--- src/rtl/ctrl_mc_if.sv ---
// rtl/ctrl_mc_if.sv - instruction/status inputs and datapath controls of ctrl_mc
// MEM_RDY exists only when CTRL_MEM_WAIT_EN is defined.
interface ctrl_mc_if #(
    parameter int OPW   = 4,
    parameter int MMW   = 4,
    parameter int STATW = 4,
    parameter int CNTW  = 16
);
    logic [OPW-1:0]   OPCODE;
    logic [MMW-1:0]   MM;
    logic [STATW-1:0] STAT;
`ifdef CTRL_MEM_WAIT_EN
    logic             MEM_RDY;
`endif
    logic             IR_LD;
    logic             PC_INC;
    logic             PC_WE;
    logic             BR_SEL;
    logic             RD_SEL;
    logic [1:0]       ALU_OP;
    logic             STAT_LD;
    logic             MEM_REQ;
    logic             MEM_WE;
    logic             RF_WE;
    logic             WB_SEL;
    logic             HALTED;
    logic [2:0]       STATE;
    logic [CNTW-1:0]  RETIRED;

`ifdef CTRL_MEM_WAIT_EN
    modport master (
        output OPCODE, MM, STAT, MEM_RDY,
        input  IR_LD, PC_INC, PC_WE, BR_SEL, RD_SEL, ALU_OP, STAT_LD,
               MEM_REQ, MEM_WE, RF_WE, WB_SEL, HALTED, STATE, RETIRED
    );
    modport slave (
        input  OPCODE, MM, STAT, MEM_RDY,
        output IR_LD, PC_INC, PC_WE, BR_SEL, RD_SEL, ALU_OP, STAT_LD,
               MEM_REQ, MEM_WE, RF_WE, WB_SEL, HALTED, STATE, RETIRED
    );
`else
    modport master (
        output OPCODE, MM, STAT,
        input  IR_LD, PC_INC, PC_WE, BR_SEL, RD_SEL, ALU_OP, STAT_LD,
               MEM_REQ, MEM_WE, RF_WE, WB_SEL, HALTED, STATE, RETIRED
    );
    modport slave (
        input  OPCODE, MM, STAT,
        output IR_LD, PC_INC, PC_WE, BR_SEL, RD_SEL, ALU_OP, STAT_LD,
               MEM_REQ, MEM_WE, RF_WE, WB_SEL, HALTED, STATE, RETIRED
    );
`endif
endinterface

--- src/rtl/ctrl_mc.sv ---
// rtl/ctrl_mc.sv - multicycle control FSM with sticky HALT and saturating retire counter
// Define CTRL_MEM_WAIT_EN to stretch MEM for lod/str until MEM_RDY.
module ctrl_mc #(
    parameter int OPW    = 4,
    parameter int MMW    = 4,
    parameter int STATW  = 4,
    parameter int CNTW   = 16,
    parameter int AM_IMM = 8
) (
    input logic      CLK,
    input logic      RST_F,
    ctrl_mc_if.slave bus
);
    typedef enum logic [2:0] {
        ST_START0    = 3'd0,
        ST_START1    = 3'd1,
        ST_FETCH     = 3'd2,
        ST_DECODE    = 3'd3,
        ST_EXECUTE   = 3'd4,
        ST_MEM       = 3'd5,
        ST_WRITEBACK = 3'd6,
        ST_HALT      = 3'd7
    } state_t;

    localparam logic [OPW-1:0] OP_LOD = OPW'(1);
    localparam logic [OPW-1:0] OP_STR = OPW'(2);
    localparam logic [OPW-1:0] OP_BRA = OPW'(4);
    localparam logic [OPW-1:0] OP_BRR = OPW'(5);
    localparam logic [OPW-1:0] OP_BNE = OPW'(6);
    localparam logic [OPW-1:0] OP_ALU = OPW'(8);
    localparam logic [OPW-1:0] OP_HLT = OPW'(15);

    state_t          state_q, state_d;
    logic [CNTW-1:0] retired_q, retired_d;

    logic is_lod, is_str, is_alu, is_brr, is_mem, br_taken, mem_hold;

    assign is_lod   = (bus.OPCODE == OP_LOD);
    assign is_str   = (bus.OPCODE == OP_STR);
    assign is_alu   = (bus.OPCODE == OP_ALU);
    assign is_brr   = (bus.OPCODE == OP_BRR);
    assign is_mem   = is_lod | is_str;
    assign br_taken = (bus.OPCODE == OP_BRA) | is_brr |
                      ((bus.OPCODE == OP_BNE) && ((bus.STAT & bus.MM[STATW-1:0]) == '0));

`ifdef CTRL_MEM_WAIT_EN
    assign mem_hold = is_mem & ~bus.MEM_RDY;
`else
    assign mem_hold = 1'b0;
`endif

    always_ff @(posedge CLK or negedge RST_F) begin
        if (!RST_F) begin
            state_q   <= ST_START0;
            retired_q <= '0;
        end else begin
            state_q   <= state_d;
            retired_q <= retired_d;
        end
    end

    always_comb begin
        state_d   = state_q;
        retired_d = retired_q;
        case (state_q)
            ST_START0:    state_d = ST_START1;
            ST_START1:    state_d = ST_FETCH;
            ST_FETCH:     state_d = ST_DECODE;
            ST_DECODE:    state_d = (bus.OPCODE == OP_HLT) ? ST_HALT : ST_EXECUTE;
            ST_EXECUTE:   state_d = ST_MEM;
            ST_MEM:       state_d = mem_hold ? ST_MEM : ST_WRITEBACK;
            ST_WRITEBACK: begin
                state_d = ST_FETCH;
                // Saturate rather than wrap so long runs never read as few retirements.
                if (retired_q != {CNTW{1'b1}}) retired_d = retired_q + CNTW'(1);
            end
            ST_HALT:      state_d = ST_HALT;
            default:      state_d = ST_START0;
        endcase
    end

    logic       ir_ld, pc_inc, pc_we, br_sel, rd_sel, stat_ld;
    logic       mem_req, mem_we, rf_we, wb_sel, halted;
    logic [1:0] alu_op;

    always_comb begin
        ir_ld   = 1'b0;
        pc_inc  = 1'b0;
        pc_we   = 1'b0;
        br_sel  = 1'b0;
        rd_sel  = 1'b0;
        alu_op  = 2'b00;
        stat_ld = 1'b0;
        mem_req = 1'b0;
        mem_we  = 1'b0;
        rf_we   = 1'b0;
        wb_sel  = 1'b0;
        halted  = 1'b0;
        case (state_q)
            ST_FETCH: begin
                ir_ld  = 1'b1;
                pc_inc = 1'b1;
            end
            ST_DECODE: rd_sel = is_str;
            ST_EXECUTE: begin
                if (is_alu) begin
                    alu_op  = {bus.MM == MMW'(AM_IMM), 1'b1};
                    stat_ld = 1'b1;
                end else if (is_mem) begin
                    alu_op = 2'b11;
                end
                rd_sel = is_str;
                pc_we  = br_taken;
                br_sel = br_taken & is_brr;
            end
            ST_MEM: begin
                mem_req = is_mem;
                mem_we  = is_str;
                rd_sel  = is_str;
            end
            ST_WRITEBACK: begin
                rf_we  = is_alu | is_lod;
                wb_sel = is_lod;
            end
            ST_HALT: halted = 1'b1;
            default: ;
        endcase
    end

    assign bus.IR_LD   = ir_ld;
    assign bus.PC_INC  = pc_inc;
    assign bus.PC_WE   = pc_we;
    assign bus.BR_SEL  = br_sel;
    assign bus.RD_SEL  = rd_sel;
    assign bus.ALU_OP  = alu_op;
    assign bus.STAT_LD = stat_ld;
    assign bus.MEM_REQ = mem_req;
    assign bus.MEM_WE  = mem_we;
    assign bus.RF_WE   = rf_we;
    assign bus.WB_SEL  = wb_sel;
    assign bus.HALTED  = halted;
    assign bus.STATE   = state_q;
    assign bus.RETIRED = retired_q;
endmodule

--- src/flat_wrapper.sv ---
// flat-port wrapper written by rule: the top's interface ports become plain ports
module ctrl_mc_flat 
#(
    parameter int OPW    = 4,
    parameter int MMW    = 4,
    parameter int STATW  = 4,
    parameter int CNTW   = 16,
    parameter int AM_IMM = 8
)
  (CLK, RST_F, bus_OPCODE, bus_MM, bus_STAT, bus_IR_LD, bus_PC_INC, bus_PC_WE, bus_BR_SEL, bus_RD_SEL, bus_ALU_OP, bus_STAT_LD, bus_MEM_REQ, bus_MEM_WE, bus_RF_WE, bus_WB_SEL, bus_HALTED, bus_STATE, bus_RETIRED);
  ctrl_mc_if #(.OPW(OPW), .MMW(MMW), .STATW(STATW), .CNTW(CNTW)) bus_i ();
  input logic CLK;
  input logic RST_F;
  input wire logic [$bits(bus_i.OPCODE)-1:0] bus_OPCODE;
  input wire logic [$bits(bus_i.MM)-1:0] bus_MM;
  input wire logic [$bits(bus_i.STAT)-1:0] bus_STAT;
  output wire logic [$bits(bus_i.IR_LD)-1:0] bus_IR_LD;
  output wire logic [$bits(bus_i.PC_INC)-1:0] bus_PC_INC;
  output wire logic [$bits(bus_i.PC_WE)-1:0] bus_PC_WE;
  output wire logic [$bits(bus_i.BR_SEL)-1:0] bus_BR_SEL;
  output wire logic [$bits(bus_i.RD_SEL)-1:0] bus_RD_SEL;
  output wire logic [$bits(bus_i.ALU_OP)-1:0] bus_ALU_OP;
  output wire logic [$bits(bus_i.STAT_LD)-1:0] bus_STAT_LD;
  output wire logic [$bits(bus_i.MEM_REQ)-1:0] bus_MEM_REQ;
  output wire logic [$bits(bus_i.MEM_WE)-1:0] bus_MEM_WE;
  output wire logic [$bits(bus_i.RF_WE)-1:0] bus_RF_WE;
  output wire logic [$bits(bus_i.WB_SEL)-1:0] bus_WB_SEL;
  output wire logic [$bits(bus_i.HALTED)-1:0] bus_HALTED;
  output wire logic [$bits(bus_i.STATE)-1:0] bus_STATE;
  output wire logic [$bits(bus_i.RETIRED)-1:0] bus_RETIRED;
  assign bus_i.OPCODE = bus_OPCODE;
  assign bus_i.MM = bus_MM;
  assign bus_i.STAT = bus_STAT;
  assign bus_IR_LD = bus_i.IR_LD;
  assign bus_PC_INC = bus_i.PC_INC;
  assign bus_PC_WE = bus_i.PC_WE;
  assign bus_BR_SEL = bus_i.BR_SEL;
  assign bus_RD_SEL = bus_i.RD_SEL;
  assign bus_ALU_OP = bus_i.ALU_OP;
  assign bus_STAT_LD = bus_i.STAT_LD;
  assign bus_MEM_REQ = bus_i.MEM_REQ;
  assign bus_MEM_WE = bus_i.MEM_WE;
  assign bus_RF_WE = bus_i.RF_WE;
  assign bus_WB_SEL = bus_i.WB_SEL;
  assign bus_HALTED = bus_i.HALTED;
  assign bus_STATE = bus_i.STATE;
  assign bus_RETIRED = bus_i.RETIRED;
  ctrl_mc #(.OPW(OPW), .MMW(MMW), .STATW(STATW), .CNTW(CNTW), .AM_IMM(AM_IMM)) u_core (.CLK(CLK), .RST_F(RST_F), .bus(bus_i));
endmodule
--- config.mk ---
export PLATFORM = sky130hd
export DESIGN_NAME = ctrl_mc_flat
export DESIGN_NICKNAME = d
export VERILOG_FILES = /design/src/rtl/ctrl_mc_if.sv /design/src/rtl/ctrl_mc.sv /design/src/flat_wrapper.sv
export SDC_FILE = /design/constraint.sdc
export NUM_CORES = 1
export LEC_CHECK = 0
export ABC_CLOCK_PERIOD_IN_PS = 2200
export CORE_UTILIZATION = 50
export DETAILED_ROUTE_END_ITERATION = 12
export DONT_BUFFER_PORTS = 1
export PLACE_DENSITY = 0.72
export SETUP_SLACK_MARGIN = 0.15
export SLEW_MARGIN = 20
export SYNTH_ARGS = -nofsm -noshare
export SYNTH_HDL_FRONTEND = slang
export SYNTH_SLANG_ARGS = --single-unit
--- constraint.sdc ---
create_clock -name CLK -period 2.2 [get_ports CLK]
set_clock_uncertainty 0.1 [all_clocks]
set_input_delay 0.44 -clock CLK [delete_from_list [all_inputs] [get_ports CLK]]
set_output_delay 0.44 -clock CLK [all_outputs]
set_load 0.01 [all_outputs]
==> results.md, run 1 <==
- CTS clk-pin slew, worst paths: 0.12 ns
- Crit path from: u_core.bus.STATE[1]
- Antenna viol nets, final: 0
- Die Ht: 50.3 um
- CTS Buf Count: 3
- Reg2reg setup slack: 0.34 ns
- CP Depth: 4
- Die Wd: 50.3 um
- Max Cap Viol: 0
- Met1 Wirelength: 962 um
- Vias in the first global route: 881
- Post-route DRC: 0
- Number of enable flip-flop cells after synthesis: 0
- WP data required: 1.66 ns
- Int Pwr: 0.701 mW
- CP Class: register to primary output
- P per Cell Area: 893 nW/um2
- R2R cell count: 5
- Buf/Inv on CP: 1
- Worst path max stage delay: 0.52 ns
- Clk pwr share: 0.150
- Min cycle time layout: 2.07 ns
- CP endpoint: bus_PC_WE
- Share of cells above drive strength 1: 0.262
- Top Layer Used: met4
- RSZ-0062 raised after global routing: true
- Via count: 973
- FP Rows: 17
- Total of warnings raised by yosys: 0
- Critical path arrival: 1.53 ns
- FF/Latch Area: 477 um2
- Kind of cell adding the most delay to the critical path: simple AND/OR/NAND/NOR gates
- First-pass GRT wire length: 3790 um
- Slew Viols, Final: 0
- RR Startpoint: u_core.bus.RETIRED[0]
- Synth Cell Area: 1160 um2
- Final core utilization: 0.606
- Longest Clk Path Bufs: 2
- CTS tree: yes
- Core area: 2210 um2
- Total grt overflow: 0
- Syn_nets: 135
- HP Class: input pin to register
- Area of the multi-input gates: 737 um2
- FF-to-FF End: u_core.bus.RETIRED[1]
- Initial drt markers: 23
- Synthesized area per cell: 9.71 um2
- Period utilization: 0.943
- Commonest non-fill, non-tap cell in the layout: dfrtp_1
- Final Hold Viols: 0
- Final Wtd Congestion: 0.745
- Pleak: 0.545 nW
- Switching share of power: 0.414
- Distinct cells, synth: 38
- Final setup fails: 0
- Worst slew margin: 0.452
- Pin count of the biggest net entering global routing: 20
- F_max: 482 MHz
- Inst Count DP: 145
- Commonest cells after routing, fill and taps aside: 18 x dfrtp_1, 12 x xnor2_1, 10 x nand2_1
- Top Ports: 46
- Final #Nets: 142
- Logic gate share of total power: 0.400
- DR pass1 iterations: 4
- WL per Instance: 15.7 um
- Switching pwr: 0.495 mW
- DRT Wirelength: 2420 um
- Worst-skew pair later-pin latency: 0.30 ns
- Least-Margin Pin Slew: 0.819 ns
- Top FF cell, synth: dfrtp_1
- Final Non-Filler Cells: 154
- Clock root buffer: clkbuf_4
- DPL Wire Length: 1670 um
- Detailed-routed wire length on met2: 1270 um
- #FFs+latches synth: 19
- Routed wl met3: 158 um
- Post-synth ARST share: 1.00
- Startpoint types: register
- Crit. End Element: primary output
- Die area: 2530 um2
- CP Cell Sequence: inv_2, nand2_4, or4b_4, a21oi_4
- Post-route setup TNS: 0 ns
- CP Max Fanout: 4
- Syn Inst Count: 120
- Worst path slowest cell: or4b_4
- Initial Util: 0.527
- # port buffers: 0
- Sequential power share: 0.449
- Global Route Usage Sum: 0.195
- # fillers: 195
- Vias per cell: 6.32
- Antenna violations before repair: 0
- Status: finished clean
- CTS Sinks: 19
- Diode count: 0
- H-tree depth reported by CTS: 1
- Area grow syn2layout: 15.0%
- Sequential element share of the synthesized area: 0.408
- Peak VDD IR: 0.000597 V
## logic make-up (layout without fill, tap and decap cells)
group | after synthesis | in the layout | share of synthesized area
AOI/OAI and AO/OA | 13 | 13 | 0.0709
xor gates and xnor gates | 13 | 13 | 0.0977
adders and majority gates | 1 | 1 | 0.0107
buffers and inverters | 7 | 13 | 0.0311
DFF | 19 | 19 | 0.408
muxes | 4 | 4 | 0.0408
and+or+nand+nor | 63 | 63 | 0.341
## synth_stat cells (2+ instances only)
cell type	n	area share
a21oi_1	5	0.021
and3_1	5	0.027
and4_1	5	0.038
buf_2	2	0.0086
buf_4	2	0.013
clkbuf_1	2	0.0064
dfrtp_1	19	0.41
mux2_2	2	0.019
nand2_1	11	0.035
nand2b_1	4	0.021
nand3_1	9	0.039
nand4_1	6	0.032
nor2_1	5	0.016
nor3_1	2	0.0086
nor4_1	3	0.016
o21a_1	3	0.019
o21ai_0	2	0.0086
or4b_1	2	0.017
xnor2_1	12	0.090
## worst reg2reg max path, cell delays in order (launching register included)
cell and delay [ns]:
dfrtp_1 0.47, ha_1 0.28, and3_1 0.22, and4_1 0.24, nor2_2 0.15, mux2_4 0.32
## cell type report
| class | instances | area share |
|---|---|---|
| multi-input cells | 94 | 0.550 |
| flip-flops and latches | 19 | 0.356 |
| inverters | 1 | 0.00280 |
| well taps | 28 | 0.0261 |
| repair buffers | 8 | 0.0448 |
| clock inverters | 1 | 0.00373 |
| clock buffers | 3 | 0.0168 |
## worst min path at each step
stage	startpoint	end	slack [ns]	depth (start not counted)
after CTS	bus_OPCODE[0]	u_core.bus.STATE[1]	0.36	3
after floorplan	RST_F	async pin	0.04	0
after global routing	bus_OPCODE[0]	u_core.bus.STATE[1]	0.39	3
after global placement	RST_F	u_core.bus.RETIRED[5]	0.04	0
final	bus_OPCODE[0]	u_core.bus.STATE[1]	0.37	3
after detailed placement	RST_F	u_core.bus.RETIRED[6]	0.04	0
## through the flow
step / setup WS [ns] / area (um2) / power, mW / hold WS, ns
floorplan: 0.166 / 1160 / 0.837 / 0.0444
CTS: 0.115 / 1300 / 1.15 / 0.357
global placement: 0.261 / 1190 / 0.907 / 0.0447
global route: 0.0884 / 1340 / 1.27 / 0.393
finish: 0.125 / 1340 / 1.20 / 0.373
detailed placement: 0.237 / 1190 / 0.922 / 0.0448
## layer usage
metal | track usage | vias up
met3 | 0.0606 | 4
li1 | - | 450
met2 | 0.349 | 37
met4 | 0.0571 | 0
met5 | 0 | -
met1 | 0.219 | 482
## power by group through the flow
stage,registers (mW),logic [mW],clock network (mW)
final,0.538,0.479,0.180
after floorplan,0.538,0.300,0
after global routing,0.550,0.529,0.194
after global placement,0.538,0.369,0
after detailed placement,0.541,0.381,0
after CTS,0.534,0.435,0.179
## registers in the layout (all words and copies together) (netlist names), named ones only
signal and flops:
u_core.bus.RETIRED 16, u_core.bus.STATE 2
## what timing repair did
| item | CTS | global route |
|---|---|---|
| hold buffers | 1 | 0 |
| resized for setup | 13 | 5 |
| buffers inserted | 2 | 2 |
| endpoints found under the hold margin | 19 | 0 |
| setup endpoints to repair | 6 | 6 |
| gates cloned | 0 | 0 |
| pin swaps | 2 | 1 |
No activity file was read; power rests on OpenSTA's default activity.
==> run 2: changes to the inputs <==
REMOVE_ABC_BUFFERS = 1   (was unset)
==> results.md, run 2 (same netlist as run 1, synthesis figures left out) <==
- Startpoint types: register (unchanged)
- Final #Nets: 140 (was 142)
- Vias per cell: 5.86 (was 6.32)
- DPL Wire Length: 1630 um (was 1670 um)
- CTS clk-pin slew, worst paths: 0.10 ns (was 0.12 ns)
- Initial drt markers: 15 (was 23)
- Pin count of the biggest net entering global routing: 20 (unchanged)
- CTS Sinks: 19 (unchanged)
- Status: finished clean (unchanged)
- Slew Viols, Final: 0 (unchanged)
- Final Hold Viols: 0 (unchanged)
- Post-route DRC: 0 (unchanged)
- Least-Margin Pin Slew: 0.825 ns (was 0.819 ns)
- CTS Buf Count: 3 (unchanged)
- Worst slew margin: 0.448 (was 0.452)
- RSZ-0062 raised after global routing: true (unchanged)
- Max reg flops: 16 (unchanged)
- F_max: 487 MHz (was 482 MHz)
- Worst-skew pair later-pin latency: 0.31 ns (was 0.30 ns)
- Vias in the first global route: 825 (was 881)
- Die area: 2530 um2 (unchanged)
- Clock root buffer: clkbuf_4 (unchanged)
- H-tree depth reported by CTS: 1 (unchanged)
- HP Class: input pin to register (unchanged)
- CTS tree: yes (unchanged)
- FP Rows: 17 (unchanged)
- Area grow syn2layout: 11.2% (was 15.0%)
- Peak VDD IR: 0.000710 V (was 0.000597 V)
- Core area: 2210 um2 (unchanged)
- Final Wtd Congestion: 0.804 (was 0.745)
- Setup ws final: 0.146 ns (was 0.125 ns)
- FF/Latch Area: 475 um2 (was 477 um2)
- Antenna violations before repair: 0 (unchanged)
- Commonest cells after routing, fill and taps aside: 19 x dfrtp_1, 12 x xnor2_1, 10 x nand2_1 (was 18 x dfrtp_1, 12 x xnor2_1, 10 x nand2_1)
- Final setup fails: 0 (unchanged)
- DRT Wirelength: 2260 um (was 2420 um)
- Commonest non-fill, non-tap cell in the layout: dfrtp_1 (unchanged)
- Placed inst area: 1200 um2 (was 1190 um2)
- Share of cells above drive strength 1: 0.234 (was 0.262)
- Diode count: 0 (unchanged)
- Critical path arrival: 1.51 ns (was 1.53 ns)
- Post-place setup slack: 0.249 ns (was 0.237 ns)
- CP Class: register to primary output (unchanged)
- Pleak: 0.526 nW (was 0.545 nW)
- Post-route setup TNS: 0 ns (unchanged)
- Initial Util: 0.527 (unchanged)
- Final core utilization: 0.585 (was 0.606)
- # fillers: 221 (was 195)
- WP data required: 1.66 ns (about the same)
- Longest Clk Path Bufs: 2 (unchanged)
- CP Max Fanout: 4 (unchanged)
- DR pass1 iterations: 4 (unchanged)
- P per Cell Area: 884 nW/um2 (was 893 nW/um2)
- WL per Instance: 14.9 um (was 15.7 um)
- Global Route Usage Sum: 0.185 (was 0.195)
- # port buffers: 0 (unchanged)
- Inst Count DP: 146 (was 145)
- Min cycle time layout: 2.05 ns (was 2.07 ns)
- Final Cell Area: 1290 um2 (was 1340 um2)
- Pwr Total: 1.14 mW (was 1.20 mW)
- Antenna viol nets, final: 0 (unchanged)
- First-pass GRT wire length: 3560 um (was 3790 um)
- Total grt overflow: 0 (unchanged)
- Reg2reg setup slack: 0.34 ns (about the same)
- Max Cap Viol: 0 (unchanged)
- Via count: 890 (was 973)
- Hold Worst Slack: 0.369 ns (was 0.373 ns)
- Die Ht: 50.3 um (unchanged)
- Period utilization: 0.934 (was 0.943)
- Crit. End Element: primary output (unchanged)
- Area of the multi-input gates: 706 um2 (was 737 um2)
- Die Wd: 50.3 um (unchanged)
- Final Non-Filler Cells: 152 (was 154)
- Top Ports: 46 (unchanged)
==> run 2: path summary, 6_finish.rpt <==
kind                                            start                     end  depth (start not counted)
worst max-delay path              u_core.bus.STATE[1]               bus_PC_WE                          4
worst min-delay path                    bus_OPCODE[0]     u_core.bus.STATE[1]                          3
worst max register to register  u_core.bus.RETIRED[0]   u_core.bus.RETIRED[1]                          5
worst min register to register  u_core.bus.RETIRED[7]   u_core.bus.RETIRED[7]                          1
max in group asynchronous                       RST_F               async pin                          1
min in group asynchronous                       RST_F  u_core.bus.RETIRED[11]                          1
==> run 2: critical path, stage by stage (launching register included) <==
cell and delay [ns]:
dfrtp_1 0.41, inv_2 0.07, nand2_2 0.07, or4b_4 0.52, a21oi_4 0.16
==> run 2: final cells by class <==
class	count	area share
Sequential cell	19	0.367
Tap cell	28	0.0271
Inverter	1	0.00290
Clock inverter	1	0.00386
Multi-Input combinational cell	94	0.545
Clock buffer	3	0.0174
Timing Repair Buffer	6	0.0367
==> run 2: per-layer routing <==
| layer | share of wire | global-route usage | vias to the layer above |
|---|---|---|---|
| li1 | - | - | 446 |
| met1 | 0.46 | 0.233 | 419 |
| met2 | 0.48 | 0.300 | 23 |
| met3 | 0.051 | 0.0758 | 2 |
| met4 | 0.0080 | 0.0286 | 0 |
| met5 | 0 | 0 | - |
==> run 2: what timing repair did <==
item	in CTS	in global routing
hold buffers	1	0
setup buffers	1	0
pin swaps	1	0
hold endpoints to repair	19	0
setup endpoints to repair	4	7
gates resized for setup	7	4
cloned	0	0
==> run 2: power breakdown <==
group,leakage [nW],total (mW),switching [mW],internal [mW]
registers,0.249,0.518,0.100,0.418
clock network,0.0177,0.176,0.108,0.0680
logic,0.259,0.451,0.252,0.199
total,0.526,1.14,0.460,0.685
